==> src/rtl/can_bit_sequencer_if.sv <==
// Bit-stream signals between the sample-point logic / frame decoder and the bit sequencer.
// The master modport is the side that drives samples and decoder indications.
interface can_bit_sequencer_if;
   logic       SP;
   logic       RX;
   logic       STF_EN;
   logic       EOF_DONE;
   logic       FORM_ERR;
   logic       BIT_VALID;
   logic       BIT_OUT;
   logic       FR_RESET;
   logic       STUFF_ERR;
   logic       BUS_IDLE;
   logic       ERR_ACTIVE;
   logic [2:0] STATE;

   modport master (
      output SP, RX, STF_EN, EOF_DONE, FORM_ERR,
      input  BIT_VALID, BIT_OUT, FR_RESET, STUFF_ERR, BUS_IDLE, ERR_ACTIVE, STATE
   );

   modport slave (
      input  SP, RX, STF_EN, EOF_DONE, FORM_ERR,
      output BIT_VALID, BIT_OUT, FR_RESET, STUFF_ERR, BUS_IDLE, ERR_ACTIVE, STATE
   );
endinterface

==> src/rtl/can_bit_sequencer.sv <==
// CAN bit-level controller: bus integration, SOF detection, destuffing, stuff-error detection
// and error flag / delimiter / intermission sequencing back to bus idle.
module can_bit_sequencer #(
   parameter int unsigned IDLE_BITS = 11,
   parameter int unsigned STUFF_LEN = 5
) (
   input logic                  clk,
   input logic                  reset,
   can_bit_sequencer_if.slave   bus
);
   typedef enum logic [2:0] {
      S_INTEG     = 3'd0,
      S_IDLE      = 3'd1,
      S_FRAME     = 3'd2,
      S_INTERM    = 3'd3,
      S_ERR_FLAG  = 3'd4,
      S_ERR_DELIM = 3'd5
   } state_t;

   localparam logic [3:0] IDLE_CNT   = 4'(IDLE_BITS);
   localparam logic [3:0] STUFF_CNT  = 4'(STUFF_LEN);
   localparam logic [3:0] INTERM_CNT = 4'd3;
   localparam logic [3:0] FLAG_CNT   = 4'd6;
   localparam logic [3:0] DELIM_CNT  = 4'd8;

   state_t     state_q, state_d;
   logic [3:0] cnt_q, cnt_d, run_q, run_d, cnt_inc;
   logic       last_q, last_d;
   logic       bit_valid_q, bit_valid_d, bit_out_q, bit_out_d;
   logic       fr_reset_q, fr_reset_d, stuff_err_q, stuff_err_d;
   logic       bus_idle_q, bus_idle_d, err_active_q, err_active_d;

   always_ff @(posedge clk) begin
      if (reset) begin
         state_q      <= S_INTEG;
         cnt_q        <= '0;
         run_q        <= '0;
         last_q       <= 1'b1;
         bit_valid_q  <= 1'b0;
         bit_out_q    <= 1'b1;
         fr_reset_q   <= 1'b0;
         stuff_err_q  <= 1'b0;
         bus_idle_q   <= 1'b0;
         err_active_q <= 1'b0;
      end else begin
         state_q      <= state_d;
         cnt_q        <= cnt_d;
         run_q        <= run_d;
         last_q       <= last_d;
         bit_valid_q  <= bit_valid_d;
         bit_out_q    <= bit_out_d;
         fr_reset_q   <= fr_reset_d;
         stuff_err_q  <= stuff_err_d;
         bus_idle_q   <= bus_idle_d;
         err_active_q <= err_active_d;
      end
   end

   always_comb begin
      state_d     = state_q;
      cnt_d       = cnt_q;
      run_d       = run_q;
      last_d      = last_q;
      bit_valid_d = 1'b0;
      bit_out_d   = bit_out_q;
      fr_reset_d  = 1'b0;
      stuff_err_d = 1'b0;
      cnt_inc     = cnt_q + 4'd1;

      case (state_q)
         S_INTEG: begin
            if (bus.SP) begin
               if (!bus.RX) begin
                  cnt_d = '0;
               end else if (cnt_inc >= IDLE_CNT) begin
                  state_d    = S_IDLE;
                  cnt_d      = '0;
                  fr_reset_d = 1'b1;
               end else begin
                  cnt_d = cnt_inc;
               end
            end
         end
         S_IDLE: begin
            if (bus.SP && !bus.RX) begin
               state_d     = S_FRAME;
               bit_valid_d = 1'b1;
               bit_out_d   = 1'b0;
               last_d      = 1'b0;
               run_d       = 4'd1;
            end
         end
         S_FRAME: begin
            if (bus.FORM_ERR) begin
               state_d    = S_ERR_FLAG;
               cnt_d      = '0;
               fr_reset_d = 1'b1;
            end else if (bus.EOF_DONE) begin
               // A coincident sample is already the first intermission bit.
               state_d = S_INTERM;
               cnt_d   = '0;
               if (bus.SP) begin
                  if (!bus.RX) begin
                     state_d    = S_ERR_FLAG;
                     fr_reset_d = 1'b1;
                  end else begin
                     cnt_d = 4'd1;
                  end
               end
            end else if (bus.SP) begin
               if (!bus.STF_EN) begin
                  bit_valid_d = 1'b1;
                  bit_out_d   = bus.RX;
               end else if (run_q >= STUFF_CNT) begin
                  if (bus.RX == last_q) begin
                     state_d     = S_ERR_FLAG;
                     cnt_d       = '0;
                     stuff_err_d = 1'b1;
                     fr_reset_d  = 1'b1;
                  end else begin
                     last_d = bus.RX;
                     run_d  = 4'd1;
                  end
               end else begin
                  bit_valid_d = 1'b1;
                  bit_out_d   = bus.RX;
                  if (bus.RX == last_q) begin
                     run_d = run_q + 4'd1;
                  end else begin
                     run_d  = 4'd1;
                     last_d = bus.RX;
                  end
               end
            end
         end
         S_INTERM: begin
            if (bus.SP) begin
               if (!bus.RX) begin
                  state_d    = S_ERR_FLAG;
                  cnt_d      = '0;
                  fr_reset_d = 1'b1;
               end else if (cnt_inc >= INTERM_CNT) begin
                  state_d    = S_IDLE;
                  cnt_d      = '0;
                  fr_reset_d = 1'b1;
               end else begin
                  cnt_d = cnt_inc;
               end
            end
         end
         S_ERR_FLAG: begin
            if (bus.SP) begin
               if (cnt_inc >= FLAG_CNT) begin
                  state_d = S_ERR_DELIM;
                  cnt_d   = '0;
               end else begin
                  cnt_d = cnt_inc;
               end
            end
         end
         S_ERR_DELIM: begin
            if (bus.SP) begin
               if (!bus.RX) begin
                  cnt_d = '0;
               end else if (cnt_inc >= DELIM_CNT) begin
                  state_d = S_INTERM;
                  cnt_d   = '0;
               end else begin
                  cnt_d = cnt_inc;
               end
            end
         end
         default: begin
            state_d = S_INTEG;
            cnt_d   = '0;
         end
      endcase

      bus_idle_d   = (state_d == S_IDLE);
      err_active_d = (state_d == S_ERR_FLAG) || (state_d == S_ERR_DELIM);
   end

   assign bus.BIT_VALID  = bit_valid_q;
   assign bus.BIT_OUT    = bit_out_q;
   assign bus.FR_RESET   = fr_reset_q;
   assign bus.STUFF_ERR  = stuff_err_q;
   assign bus.BUS_IDLE   = bus_idle_q;
   assign bus.ERR_ACTIVE = err_active_q;
   assign bus.STATE      = state_q;
endmodule
==> src/flat_wrapper.sv <==
// flat-port wrapper written by rule: the top's interface ports become plain ports
module can_bit_sequencer_flat 
#(
   parameter int unsigned IDLE_BITS = 11,
   parameter int unsigned STUFF_LEN = 5
)
  (clk, reset, bus_SP, bus_RX, bus_STF_EN, bus_EOF_DONE, bus_FORM_ERR, bus_BIT_VALID, bus_BIT_OUT, bus_FR_RESET, bus_STUFF_ERR, bus_BUS_IDLE, bus_ERR_ACTIVE, bus_STATE);
  can_bit_sequencer_if bus_i ();
  input logic clk;
  input logic reset;
  input wire logic [$bits(bus_i.SP)-1:0] bus_SP;
  input wire logic [$bits(bus_i.RX)-1:0] bus_RX;
  input wire logic [$bits(bus_i.STF_EN)-1:0] bus_STF_EN;
  input wire logic [$bits(bus_i.EOF_DONE)-1:0] bus_EOF_DONE;
  input wire logic [$bits(bus_i.FORM_ERR)-1:0] bus_FORM_ERR;
  output wire logic [$bits(bus_i.BIT_VALID)-1:0] bus_BIT_VALID;
  output wire logic [$bits(bus_i.BIT_OUT)-1:0] bus_BIT_OUT;
  output wire logic [$bits(bus_i.FR_RESET)-1:0] bus_FR_RESET;
  output wire logic [$bits(bus_i.STUFF_ERR)-1:0] bus_STUFF_ERR;
  output wire logic [$bits(bus_i.BUS_IDLE)-1:0] bus_BUS_IDLE;
  output wire logic [$bits(bus_i.ERR_ACTIVE)-1:0] bus_ERR_ACTIVE;
  output wire logic [$bits(bus_i.STATE)-1:0] bus_STATE;
  assign bus_i.SP = bus_SP;
  assign bus_i.RX = bus_RX;
  assign bus_i.STF_EN = bus_STF_EN;
  assign bus_i.EOF_DONE = bus_EOF_DONE;
  assign bus_i.FORM_ERR = bus_FORM_ERR;
  assign bus_BIT_VALID = bus_i.BIT_VALID;
  assign bus_BIT_OUT = bus_i.BIT_OUT;
  assign bus_FR_RESET = bus_i.FR_RESET;
  assign bus_STUFF_ERR = bus_i.STUFF_ERR;
  assign bus_BUS_IDLE = bus_i.BUS_IDLE;
  assign bus_ERR_ACTIVE = bus_i.ERR_ACTIVE;
  assign bus_STATE = bus_i.STATE;
  can_bit_sequencer #(.IDLE_BITS(IDLE_BITS), .STUFF_LEN(STUFF_LEN)) u_core (.clk(clk), .reset(reset), .bus(bus_i));
endmodule
==> config.mk <==
export PLATFORM = sky130hd
export DESIGN_NAME = can_bit_sequencer_flat
export DESIGN_NICKNAME = d
export VERILOG_FILES = /design/src/rtl/can_bit_sequencer_if.sv /design/src/rtl/can_bit_sequencer.sv /design/src/flat_wrapper.sv
export SDC_FILE = /design/constraint.sdc
export NUM_CORES = 1
export LEC_CHECK = 0
export ABC_AREA = 1
export CORE_UTILIZATION = 55
export DETAILED_ROUTE_END_ITERATION = 8
export GPL_TIMING_DRIVEN = 0
export PLACE_DENSITY = 0.8
export REMOVE_ABC_BUFFERS = 1
export SYNTH_ARGS = -nofsm -noshare
export SYNTH_HDL_FRONTEND = slang
export SYNTH_SLANG_ARGS = --single-unit
export TNS_END_PERCENT = 10
==> constraint.sdc <==
create_clock -name clk -period 2.5 [get_ports clk]
set_input_delay 0.375 -clock clk [delete_from_list [all_inputs] [get_ports clk]]
set_output_delay 0.375 -clock clk [all_outputs]
set_load 0.03 [all_outputs]
# [Yosys cells after proc, flatten, opt, wreduce, memory -nomap -nowiden]
# Index checks and enable logic that the tools add are counted.
[totals] ff_bits=18 latch_bits=0 ramBits=0 rom_bits=0 in_bits=7 output_inout_bits=9 wordCells=139 mem_count=0
[classes] add_sub_neg=2 multipliers=0 div=0 magnitude_cmp=5 eq_ne=25 shift=0 mux=85 n_bitwise=2 reduce_logical=10
[op_table] cell="4-bit two-way mux" n=26
[op_table] cell="3-bit two-way mux" n=20
[op_table] cell="1-bit two-way mux" n=32
[op_table] cell="4-bit case mux with 6 select lines" n=1
[op_table] cell="2-bit inequality test (second input constant)" n=9
[op_table] cell="3-bit case mux with 6 select lines" n=1
[op_table] cell="7-bit AND reduction" n=2
[op_table] cell="3-bit equality test (second input constant)" n=4
[op_table] cell="9-bit AND reduction" n=1
[op_table] cell="4-bit by 1-bit adder with 4-bit output (second input constant)" n=2
[op_table] cell="4-bit by 3-bit greater-or-equal comparator with 1-bit output (second input constant)" n=2
[op_table] cell="4-bit greater-or-equal comparator (second input constant)" n=2
[op_table] cell="4-bit by 3-bit inequality test with 1-bit output (second input constant)" n=2
[op_table] cell="4-bit inequality test (second input constant)" n=2
[op_table] cell="4-bit case mux with 2 select lines" n=1
[op_table] cell="3-bit by 1-bit equality test with 1-bit output (second input constant)" n=2
[op_table] cell="3-bit by 2-bit equality test with 1-bit output (second input constant)" n=2
[op_table] cell="3-bit inequality test (second input constant)" n=2
[op_table] cell="1-bit case mux with 2 select lines" n=3
[op_table] cell="6-bit AND reduction" n=1
[op_table] cell="4-bit by 2-bit greater-or-equal comparator with 1-bit output (second input constant)" n=1
[op_table] cell="4-bit OR reduction" n=1
[op_table] cell="3-bit zero test" n=1
[op_table] cell="1-bit case mux with 3 select lines" n=1
[op_table] cell="7 further kinds" n=8

# [Longest topological paths before layout]
[logic_depth] depth_word=10 ltp_mapped=14 ltp_nobuf=14

# [Worst setup path before layout]
# No wires, ideal clock.
[synth_timing] path_kind="reg2reg" startpoint="reg u_core.state_q[1], in the netlist u_core.bus.STATE[1]" endpoint="reg u_core.run_q[2]" setup_ns=0.113 arrival_ns=1.519 required_ns=2.387 setup_slack_ns=0.868 stages_incl_launch_ff=12 n_path_buf=0 period_less_slack_ns=1.632 path_cell_list="dfxtp_1 -> inv_2 -> nand2_2 -> nor2_2 -> o21ai_1 -> nor2_4 -> nand2_4 -> clkinv_2 -> nand2_2 -> nand2_1 -> nand3_1 -> nor2_1"
[synth_between] elab_chain_len=3 word_cells_on_any_way=11 cone_classes="eq/ne (8); mux (1); reduce/logical (2)"
[synth_rtl] element="from (decl)" line_no="can_bit_sequencer.sv:26" source="state_t state_q, state_d;"
[synth_rtl] element="from (signal assigned)" line_no="can_bit_sequencer.sv:46" source="state_q <= state_d;"
[synth_rtl] element="3-bit by 2-bit equality test with 1-bit output or 3-bit by 1-bit equality test with 1-bit output (tied branches)" line_no="can_bit_sequencer.sv:70" source="case (state_q)"
[synth_rtl] element="3-bit inequality test (no line), or another cell as far along"
[synth_rtl] element="7-bit AND reduction (no line)"
[synth_rtl] element="to (signal assigned)" line_no="can_bit_sequencer.sv:48" source="run_q <= run_d;"
[synth_rtl] element="to (decl)" line_no="can_bit_sequencer.sv:27" source="logic [3:0] cnt_q, cnt_d, run_q, run_d, cnt_inc;"
# Several ways; a longest one is shown, not always the timed one.
# A chain may end at the register's enable or synchronous reset.

# [Final worst setup path]
[layout_timing] startpoint="reg u_core.state_q[0], in the netlist u_core.bus.STATE[0]" endpoint="out bus_STATE[0]"
[layout_lines] element="to (decl)" line_no="flat_wrapper.sv:22" source="output wire logic [$bits(bus_i.STATE)-1:0] bus_STATE;"
# No word-level cell between the ends.

==> impl_metrics.prom <==
# TYPE chip_impl_metric gauge
chip_impl_metric{name="cts_buffer_depth",unit=""} 2
chip_impl_info{name="critPathLaunchType",value="flop"} 1
chip_impl_metric{name="syn_area_per_cell",unit="µm²"} 6.65
chip_impl_metric{name="area_growth",unit="%"} 16.2
chip_impl_metric{name="route.detailed.drc",unit=""} 0
chip_impl_metric{name="regArea",unit="µm²"} 360
chip_impl_metric{name="total_power",unit="mW"} 0.525
chip_impl_metric{name="first_pass_grt_wire_length",unit="mm"} 4.84
chip_impl_metric{name="detail_route.wirelength",unit="mm"} 2.66
chip_impl_metric{name="cellLeakagePower",unit="nW"} 0.621
chip_impl_metric{name="synth_warnings",unit=""} 0
chip_impl_metric{name="pwr-share-clk",unit="%"} 34.2
chip_impl_metric{name="design.final.nets",unit=""} 218
chip_impl_metric{name="dieWidth",unit="µm"} 49.8
chip_impl_info{name="synth_top_area_cell",value="sky130_fd_sc_hd__dfxtp_1"} 1
chip_impl_metric{name="rows",unit=""} 16
chip_impl_info{name="setup_repair_after_global_routing_missed_its_margin",value="no"} 1
chip_impl_metric{name="fraction_of_layout_instances_using_a_drive_strength_above_1",unit="%"} 12.7
chip_impl_metric{name="power_frac_seq",unit="%"} 55.7
chip_impl_info{name="status",value="complete, no violations"} 1
chip_impl_metric{name="tritoncts_num_sinks",unit=""} 18
chip_impl_metric{name="fin_worst_skew",unit="ps"} 2.84
chip_impl_metric{name="comb_power_share",unit="%"} 10.0
chip_impl_metric{name="syn_inst_count",unit=""} 189
chip_impl_metric{name="stdcell_count",unit=""} 232
chip_impl_metric{name="multiInputGateArea",unit="µm²"} 785
chip_impl_metric{name="netSwitchingPower",unit="mW"} 0.127
chip_impl_metric{name="coreArea",unit="mm²"} 0.00206
chip_impl_metric{name="critical_path_arrival",unit="ps"} 1710
chip_impl_metric{name="post_cts_resized",unit=""} 0
chip_impl_info{name="synthMostInstantiatedCell",value="sky130_fd_sc_hd__nand2_1"} 1
chip_impl_metric{name="cts_buffers",unit=""} 3
chip_impl_info{name="endpoint_kind",value="output port"} 1
chip_impl_metric{name="count_of_different_cell_masters_after_synthesis",unit=""} 32
chip_impl_metric{name="yosys_top_cell_area_share",unit="%"} 28.7
chip_impl_metric{name="fmax",unit="MHz"} 480
chip_impl_info{name="synth_area_leaders",value="sky130_fd_sc_hd__dfxtp_1 29%, sky130_fd_sc_hd__nand2_1 14%, sky130_fd_sc_hd__nor2_1 6.6%"} 1
chip_impl_info{name="clock_tree.root_cell",value="sky130_fd_sc_hd__clkbuf_4"} 1
chip_impl_metric{name="crit_fanout",unit=""} 11
chip_impl_metric{name="placement.setup.worst_slack",unit="ps"} 475
chip_impl_metric{name="dp.final_hpwl",unit="mm"} 2.11
chip_impl_metric{name="timing.max_slew.rel_slack",unit="%"} 63.0
chip_impl_metric{name="max-cap-violations",unit=""} 0
chip_impl_metric{name="post-cts-setup-buffers",unit=""} 0
chip_impl_metric{name="global_route.usage.total",unit="%"} 25.4
chip_impl_metric{name="powerDensity",unit="mW/mm²"} 359
chip_impl_metric{name="place.gp.congestion",unit=""} 0.945
chip_impl_metric{name="layout_setup_ws",unit="ps"} 416
chip_impl_metric{name="synth.ff_latch_count",unit=""} 18
chip_impl_metric{name="synth.cell_area",unit="mm²"} 0.00126
chip_impl_metric{name="grt_antenna_before_repair",unit=""} 0
chip_impl_info{name="synth_top_flop_cell",value="sky130_fd_sc_hd__dfxtp_1"} 1
chip_impl_metric{name="critPathMaxStageDelay",unit="ps"} 770
chip_impl_metric{name="dr.first_iter.drc_count",unit=""} 58
chip_impl_metric{name="diodes",unit=""} 0
chip_impl_metric{name="critical_path_required",unit="ps"} 2120
chip_impl_metric{name="post_drt_via_cell_ratio",unit=""} 5.37
chip_impl_metric{name="clk_pin_slew_worst_paths",unit="ps"} 110
chip_impl_info{name="crit_path_cell_trace",value="clkdlybuf4s50_1"} 1
chip_impl_metric{name="postRouteAntennaNets",unit=""} 0
chip_impl_metric{name="placed_cells",unit=""} 228
chip_impl_metric{name="synth.yosys.seq_area_share",unit="%"} 28.7
chip_impl_metric{name="portBuffers",unit=""} 15
chip_impl_metric{name="critical_path_buf_inv_count",unit=""} 1
chip_impl_metric{name="maximum_number_of_pins_on_one_net_before_global_route_repair",unit=""} 14
chip_impl_metric{name="first_global_vias",unit=""} 1108
chip_impl_metric{name="hold_viol",unit=""} 0
chip_impl_info{name="synth_commonest_cells",value="46 x sky130_fd_sc_hd__nand2_1, 22 x sky130_fd_sc_hd__nor2_1, 21 x sky130_fd_sc_hd__inv_1"} 1
chip_impl_info{name="tritoncts",value="done"} 1
chip_impl_metric{name="worst_skew_pair.late_latency",unit="ps"} 290
chip_impl_metric{name="final_util",unit="%"} 70.8
chip_impl_metric{name="avg_wl_per_cell",unit="µm"} 11.5
chip_impl_metric{name="initial_utilization",unit="%"} 60.9
chip_impl_metric{name="vdd_ir_drop_max",unit="µV"} 315
chip_impl_metric{name="dr.pass1.iters",unit=""} 4
chip_impl_metric{name="filler_cell_count",unit=""} 173
chip_impl_metric{name="fp.dieArea",unit="mm²"} 0.00248
chip_impl_metric{name="h-tree-depth",unit=""} 1
chip_impl_metric{name="synth_async_sr_flop_share",unit="%"} 0
chip_impl_info{name="worst_hold_path_type",value="reg2reg"} 1
chip_impl_metric{name="route.vias.total",unit=""} 1246
chip_impl_metric{name="min_period",unit="ps"} 2080
chip_impl_metric{name="final_max_slew_viol_count",unit=""} 0
chip_impl_metric{name="cts-hold-fix-buffers",unit=""} 0
chip_impl_metric{name="final-setup-viol-count",unit=""} 0
chip_impl_metric{name="fp.dieH",unit="µm"} 49.8
chip_impl_metric{name="timing.final.crit_share",unit="%"} 83.4
chip_impl_info{name="setup.worst_path.class",value="reg2out"} 1
chip_impl_metric{name="internal_power",unit="mW"} 0.397
chip_impl_metric{name="synth_edf_count",unit=""} 0
chip_impl_metric{name="num_io_pins",unit=""} 16
chip_impl_metric{name="switching_share",unit="%"} 24.3
chip_impl_metric{name="worstMarginPinSlew",unit="ps"} 553
chip_impl_metric{name="timing.setup.tns",unit="ps"} 0
chip_impl_info{name="crit_path_top_delay_cell",value="sky130_fd_sc_hd__clkdlybuf4s50_1"} 1
chip_impl_metric{name="overflow",unit=""} 0
chip_impl_info{name="cpLargestDelayFamily",value="buffers and inverters"} 1
cell type report:
class | count | share of cell area, %
repair buffers | 15 | 10.3
well taps | 27 | 2.31
multi-input cells | 143 | 53.7
clock buffers | 4 | 2.49
inverters | 25 | 6.51
flip-flops and latches | 18 | 24.7
placed cells by master, fill, tap and decap left out, types with 2 or more instances in the layout:
master	Yosys	layout
sky130_fd_sc_hd__a21oi_1	12	12
sky130_fd_sc_hd__clkbuf_4	0	3
sky130_fd_sc_hd__clkdlybuf4s50_1	0	15
sky130_fd_sc_hd__dfxtp_1	18	18
sky130_fd_sc_hd__ha_1	5	5
sky130_fd_sc_hd__inv_1	21	21
sky130_fd_sc_hd__inv_2	3	3
sky130_fd_sc_hd__nand2_1	46	46
sky130_fd_sc_hd__nand2_2	3	3
sky130_fd_sc_hd__nand2_4	2	2
sky130_fd_sc_hd__nand3_1	15	15
sky130_fd_sc_hd__nand3_2	2	2
sky130_fd_sc_hd__nand4_1	7	7
sky130_fd_sc_hd__nor2_1	22	22
sky130_fd_sc_hd__nor2_2	2	2
sky130_fd_sc_hd__nor2_4	3	3
sky130_fd_sc_hd__nor3_1	3	3
sky130_fd_sc_hd__nor3_2	2	2
sky130_fd_sc_hd__nor3b_1	2	2
sky130_fd_sc_hd__o21ai_0	3	3
sky130_fd_sc_hd__o21ai_1	5	5
state kept, by name, summed over array words and instances, names as in the netlist:
| signal | flops |
|---|---|
| u_core.bus.BUS_IDLE | 1 |
| u_core.bus.FR_RESET | 1 |
| u_core.bus.STATE | 3 |
| u_core.run_q | 4 |
| u_core.last_q | 1 |
| u_core.bus.ERR_ACTIVE | 1 |
| u_core.cnt_q | 4 |
| u_core.bus.BIT_OUT | 1 |
| u_core.bus.BIT_VALID | 1 |
| u_core.bus.STUFF_ERR | 1 |
kinds of logic after synthesis:
kind of cell               synth area share [%]
adders and majority gates                  4.98
and+or+nand+nor                            44.7
AOI/OAI and AO/OA                          11.5
DFF                                        28.7
buffers and inverters                      8.86
xor gates and xnor gates                   1.30
power groups by stage:
stage	Combinational (mW)	Clock (mW)	Sequential, mW
after floorplan	0.0279	0	0.298
after global placement	0.0509	0	0.299
after detailed placement	0.0516	0	0.299
after CTS	0.0519	0.184	0.292
after global routing	0.0590	0.200	0.293
final	0.0527	0.179	0.292
metrics by stage:
stage	hold WS, ps	instance area [µm²]
2_1_floorplan	438	1240
3_3_place_gp	454	1420
3_5_place_dp	463	1420
4_1_cts	479	1460
5_1_grt	520	1460
6_report	485	1460
path summary, 6_finish.rpt:
kind | from | endpoint | slack (ps) | cells after the start
max | u_core.bus.STATE[0] | bus_STATE[0] | 420 | 1
min | u_core.run_q[3] | u_core.run_q[3] | 490 | 2
max reg2reg | u_core.run_q[0] | u_core.bus.ERR_ACTIVE | 690 | 12
min reg2reg | u_core.run_q[3] | u_core.run_q[3] | 490 | 2
per-layer routing:
layer,global-route usage (%),vias up,part of all wire (%)
met5,0,-,0
met3,5.86,2,5.6
met2,41.2,35,46
met4,5.71,0,0.49
met1,34.0,562,48
li1,-,647,-
No activity file was read; power rests on OpenSTA's default activity.
